File: src/rtl/key_pulse_pkg.sv
// Shared state encoding and default timing for the key_pulse press/auto-repeat
// strobe generator.
package key_pulse_pkg;

  localparam logic [1:0] IDLE    = 2'd0;
  localparam logic [1:0] PRESSED = 2'd1;
  localparam logic [1:0] REPEAT  = 2'd2;

  localparam int HOLD_CYCLES_DEF   = 50_000_000;
  localparam int REPEAT_CYCLES_DEF = 10_000_000;
  localparam int CNT_W_DEF         = 26;

endpackage

File: src/rtl/key_pulse.sv
// Turns a debounced key level into a press strobe, timed auto-repeat strobes,
// a release strobe, a held flag and a running press count.
//
// state   | meaning
// IDLE    | key up, waiting for a press
// PRESSED | key down, timing the hold delay before auto-repeat
// REPEAT  | key still down, issuing a strobe every REPEAT_CYCLES
import key_pulse_pkg::*;

module key_pulse #(
  parameter int HOLD_CYCLES   = HOLD_CYCLES_DEF,
  parameter int REPEAT_CYCLES = REPEAT_CYCLES_DEF,
  parameter int CNT_W         = CNT_W_DEF
) (
  input  logic       clk,
  input  logic       reset,
  input  logic       ds,
  output logic       pulse,
  output logic       rel_pulse,
  output logic       held,
  output logic [7:0] press_cnt
);

  localparam logic [CNT_W-1:0] HOLD_TC   = CNT_W'(HOLD_CYCLES - 1);
  localparam logic [CNT_W-1:0] REPEAT_TC = CNT_W'(REPEAT_CYCLES - 1);

  logic [1:0]       state, state_nxt;
  logic [CNT_W-1:0] cnt, cnt_nxt;
  logic             pulse_nxt, rel_nxt, held_nxt;

  // Release is tested before terminal count so a release on the terminal
  // cycle yields only rel_pulse.
  always_comb begin
    state_nxt = state;
    cnt_nxt   = cnt;
    pulse_nxt = 1'b0;
    rel_nxt   = 1'b0;
    held_nxt  = held;
    case (state)
      IDLE: begin
        cnt_nxt  = '0;
        held_nxt = 1'b0;
        if (ds) begin
          state_nxt = PRESSED;
          pulse_nxt = 1'b1;
        end
      end
      PRESSED: begin
        if (!ds) begin
          state_nxt = IDLE;
          rel_nxt   = 1'b1;
          cnt_nxt   = '0;
        end else if (cnt == HOLD_TC) begin
          state_nxt = REPEAT;
          pulse_nxt = 1'b1;
          held_nxt  = 1'b1;
          cnt_nxt   = '0;
        end else begin
          cnt_nxt = cnt + 1'b1;
        end
      end
      REPEAT: begin
        if (!ds) begin
          state_nxt = IDLE;
          rel_nxt   = 1'b1;
          held_nxt  = 1'b0;
          cnt_nxt   = '0;
        end else if (cnt == REPEAT_TC) begin
          pulse_nxt = 1'b1;
          cnt_nxt   = '0;
        end else begin
          cnt_nxt = cnt + 1'b1;
        end
      end
      default: begin
        state_nxt = IDLE;
        cnt_nxt   = '0;
        held_nxt  = 1'b0;
      end
    endcase
  end

  always_ff @(posedge clk) begin
    if (reset) begin
      state     <= IDLE;
      cnt       <= '0;
      pulse     <= 1'b0;
      rel_pulse <= 1'b0;
      held      <= 1'b0;
      press_cnt <= 8'd0;
    end else begin
      state     <= state_nxt;
      cnt       <= cnt_nxt;
      pulse     <= pulse_nxt;
      rel_pulse <= rel_nxt;
      held      <= held_nxt;
      if (pulse_nxt) press_cnt <= press_cnt + 8'd1;
    end
  end

endmodule

File: config.mk
export PLATFORM = sky130hd
export DESIGN_NAME = key_pulse
export DESIGN_NICKNAME = d
export VERILOG_FILES = /design/src/rtl/key_pulse_pkg.sv /design/src/rtl/key_pulse.sv
export SDC_FILE = /design/constraint.sdc
export NUM_CORES = 1
export LEC_CHECK = 0
export BUFFER_PORTS_ARGS = -buffer_cell sky130_fd_sc_hd__buf_2
export CORE_ASPECT_RATIO = 1.75
export CORE_MARGIN = 10
export CORE_UTILIZATION = 30
export CTS_BUF_LIST = sky130_fd_sc_hd__clkbuf_4 sky130_fd_sc_hd__clkbuf_8
export DETAILED_ROUTE_END_ITERATION = 16
export SYNTH_ARGS = -nofsm -noshare
export SYNTH_HDL_FRONTEND = slang
export SYNTH_SLANG_ARGS = --single-unit
File: constraint.sdc
create_clock -name clk -period 4.1 [get_ports clk]
set_input_delay 0.41 -clock clk [delete_from_list [all_inputs] [get_ports clk]]
set_output_delay 0.41 -clock clk [all_outputs]
set_load 0.005 [all_outputs]
; Word-level counts from Yosys, hierarchy flattened
; Index checks and enable logic that the tools add are counted.
; Widths: inputs -> output; s select.
[classes]
n_reduce_logical = 5
add_sub_neg = 2
n_mux = 21
n_eq_ne = 9
bitwise = 1
[ops]
columns = cell, n
row1 = $mux 26, 4
row2 = $pmux 26 s2, 1
row3 = $add 26x1->26 const B, 1
row4 = $eq 26x24->1 const B, 1
row5 = $eq 26x26->1 const B, 1
row6 = $mux 1, 9
row7 = $add 8x1->8 const B, 1
row8 = $mux 2, 4
row9 = $ne 2x2->1 const B, 4
row10 = $pmux 2 s3, 1
row11 = $reduce_and 3->1, 2
row12 = $reduce_or 2->1, 2
row13 = $ne 3x3->1 const B, 1
row14 = $pmux 1 s3, 1
row15 = $eq 2x1->1 const B, 1
row16 = $eq 2x2->1 const B, 1
row17 = $logic_not 2->1, 1
row18 = $pmux 1 s2, 1
row19 = $not 1->1, 1
[word_totals]
word_cells = 44
out_inout_bits = 11
ff_bits = 39

; Depth between registers and ports, before layout
[logic_depth]
depth_word = 4
depth_mapped = 8
ltp_nobuf = 6

; Worst setup path after synthesis
; Ideal clock, no wire load.
[synth_timing]
path_type = register to register
from = register state[0]
to = register press_cnt[5]
setup_slack_ps = 1849
stages_incl_launch_ff = 7
setup_time_ps = 123
arrival_time_ps = 2128
path_cell_list = dfxtp_1 -> inv_1 -> ha_1 -> or4_4 -> a211o_4 -> a211oi_2 -> mux2_1
[synth_via]
elab_chain_len = 2
elab_cells_between_ends = 4
classes_between = 2 x eq/ne / 1 x mux / 1 x reduce/logical
[synth_lines]
columns = item, line_no
row1 = "start, declared", key_pulse.sv:27  ; logic [1:0] state, state_nxt;
row2 = "start signal, assigned", key_pulse.sv:92  ; state <= state_nxt;
row3 = $eq 2x2->1 (tied with other cells), key_pulse.sv:39  ; case (state)
row4 = $pmux 1 s3 *, key_pulse.sv:39
row5 = "end signal, assigned", key_pulse.sv:97  ; if (pulse_nxt) press_cnt <= press_cnt + 8'd1;
row6 = "end, declared", key_pulse.sv:21  ; output logic [7:0] press_cnt
; Every way passes the cells marked *; elsewhere a longest branch is shown, timed or not.
; A chain may end at the register's enable or synchronous reset.

; Final worst setup path
; Ends and elaborated chain as after synthesis.

==> impl_metrics.py <==
metrics = {
    "logic_synthesis": {
        "ys_types": 37,
        "seq_area_frac_synth_pct": 40.7,
        "synth_warnings": 0,
        "syn_nets": 232,
        "ys_ff_latch": 39,
        "avgSynthCellArea_um2": 8.61,
        "synth_cells": 223,
        "syn_area_mm2": 0.00192,
    },
    "sta": {
        "min_period_ns": 2.45,
        "max_slew.worst_pin.slew_ns": 1.07,
        "relSlewSlack_pct": 28.2,
        "setup-violations-final": 0,
        "hold_viol": 0,
        "drv_slew": 0,
        "skew_ns": 0.00961,
        "min_period_over_period_pct": 59.9,
        "rsz0062_at_grt": "false",
        "hold_ws_ns": 0.407,
        "setup_tns_ns": 0,
        "fmax_ghz": 0.407,
    },
    "clocking": {
        "cts_resized": 0,
        "cts_tree": "done",
        "postCtsSetupBuffers": 0,
        "hold_buffers": 0,
        "cts_buffers": 5,
        "clock_sinks": 39,
        "h-tree-depth": 2,
        "path_clk_slew_ns": 0.07,
        "cts-root-buf": "clkbuf_8",
        "cts_max_path_buffers": 2,
        "clock_latency_ns": 0.30,
    },
    "power": {
        "ir_drop_uv": 179,
        "powerDensity_mw_per_mm2": 347,
        "total_power_w": 0.000755,
        "p_leak_nw": 0.722,
    },
    "place": {
        "port_buffers": 13,
        "place_hpwl_um": 3000,
        "place.gp.congestion": 0.727,
        "place_area_mm2": 0.00206,
        "place_inst": 310,
    },
    "final_layout": {
        "drive_gt1_share_pct": 12.6,
        "antenna_cells": 0,
        "nFillCells": 645,
        "finalNonFillerCells": 318,
        "syn_to_final_growth_pct": 13.4,
        "fin_nets": 246,
        "stdcell_area_mm2": 0.00218,
    },
    "detailed_routing": {
        "vias": 1587,
        "drt-total-wl_um": 4060,
        "drtIter0Drc": 60,
        "drcViolationCount": 0,
        "viasPerCell": 4.99,
        "ant_nets": 0,
        "wire_per_inst_um": 12.8,
        "dr.pass1.iters": 4,
    },
    "flow_run": {
        "maxCapViolations": 0,
    },
    "run_status": {
        "run_status": "complete, no violations",
    },
    "die": {
        "dieArea_mm2": 0.0101,
        "fp.dieH_um": 126,
        "start_util_pct": 30.8,
        "core_mm2": 0.00623,
        "die_w_um": 80.5,
        "ios": 14,
        "core.rowCount": 38,
    },
    "hold_path": {
        "hold_class": "primary input to register",
    },
    "setup_path": {
        "cp-end-kind": "register",
        "start_kind": "register",
        "critPathMaxFanout": 8,
        "cp.required_ns": 4.28,
        "cp.arrival_ns": 2.63,
        "worst-setup-path-type": "register to register",
    },
    "grt": {
        "grt_usage_pct": 8.30,
        "antenna_found_initial": 0,
        "grt_pass1_vias": 1541,
        "grt-ovfl-total": 0,
        "grt_max_degree": 27,
        "grt_pass1_wl_um": 6970,
    },
}
-- routing by layer --
metal	global-route usage, %	wire (um)	up-vias
met5	0	0	-
met4	2.81	67	0
met3	2.56	192	6
met2	15.5	2190	20
met1	8.11	1600	751
li1	-	-	810
-- cells in the mapped netlist --
master	count	area share, %
o21ai_0	6	1.6
a21oi_1	8	2.1
clkbuf_1	3	0.59
and3_1	3	0.98
mux2_2	5	2.9
xnor2_1	7	3.2
a211oi_1	1	0.39
nor3_1	5	1.3
a211oi_2	1	0.65
a2111oi_0	1	0.46
dfxtp_1	39	41
xor2_1	17	7.8
nor2b_1	7	2.3
nand4_1	14	4.6
nand2_1	13	2.5
nand4bb_1	1	0.59
a21boi_0	1	0.39
nor2_1	42	8.2
nand3_1	15	3.9
a21o_1	1	0.39
or4_4	1	0.59
nor4_1	1	0.33
and2_1	2	0.65
and4_1	2	0.91
and4b_1	1	0.52
o2111ai_1	1	0.46
nor4bb_1	3	1.6
buf_2	3	0.78
nor3_2	1	0.52
inv_1	5	0.98
a211o_4	1	0.91
ha_1	6	3.9
nand3b_1	1	0.39
a31oi_1	1	0.33
mux2_1	1	0.59
nor3b_1	2	0.78
or3_1	1	0.33
-- sequential cells by signal, indices dropped and copies added, names as in the netlist --
register and count:
cnt 26, press_cnt 8, state 2, held 1, pulse 1, rel_pulse 1
-- through the flow --
step	util [%]	worst slack [ns]
2_1_floorplan	-	1.85
3_3_place_gp	33.0	1.66
3_5_place_dp	33.0	1.65
4_1_cts	34.9	1.64
5_1_grt	34.9	1.38
6_report	34.9	1.65
-- cell families (layout without fill, tap and decap cells) --
family                     count (synthesis)  after routing  synth area share, %
AOI/OAI and AO/OA                         22             22                 7.63
buffers and inverters                     11             26                 2.35
and+or+nand+nor                          115            115                 31.0
xor gates and xnor gates                  24             24                 11.0
DFF                                       39             39                 40.7
adders and majority gates                  6              6                 3.91
muxes                                      6              6                 3.52
-- power by group --
part / switching [W] / total (W) / leakage, nW / internal (W)
clock: 0.000136 / 0.000333 / 0.0612 / 0.000197
sequential: 0.00000520 / 0.000388 / 0.315 / 0.000383
combinational: 0.0000209 / 0.0000338 / 0.346 / 0.0000128
total: 0.000163 / 0.000755 / 0.722 / 0.000593
-- final timing paths --
path	cells past startpoint	startpoint	to	slack, ns
max	6	state[0]	press_cnt[5]	1.65
min	2	ds	rel_pulse	0.41
max reg2reg	6	state[0]	press_cnt[5]	1.65
min reg2reg	1	cnt[0]	cnt[0]	0.47
-- worst max-delay path, stage by stage, from the launching register on --
cell	delay, ns
dfxtp_1	0.40
inv_1	0.08
ha_1	0.28
or4_4	0.57
a211o_4	0.40
a211oi_2	0.28
mux2_1	0.34
-- layout by cell type (no fill, tap or decap), drive strengths merged, types with 2 or more instances in the layout --
cell	count
nor2	42
dfxtp	39
xor2	17
nand3	15
nand4	14
nand2	13
buf	13
a21oi	8
nor2b	7
xnor2	7
o21ai	6
ha	6
clkbuf	6
nor3	6
mux2	6
inv	5
nor4bb	3
and3	3
and4	2
and2	2
nor3b	2
a211oi	2
-- cell type report --
cell class | count | area, um^2 | share of cell area, %
Sequential cell | 39 | 781 | 35.9
Timing Repair Buffer | 13 | 65.1 | 2.99
Multi-Input combinational cell | 173 | 1090 | 50.3
Clock inverter | 2 | 35.0 | 1.61
Tap cell | 80 | 100 | 4.60
Clock buffer | 6 | 82.6 | 3.80
Inverter | 5 | 18.8 | 0.863
Power figures use the tool's default switching activity.
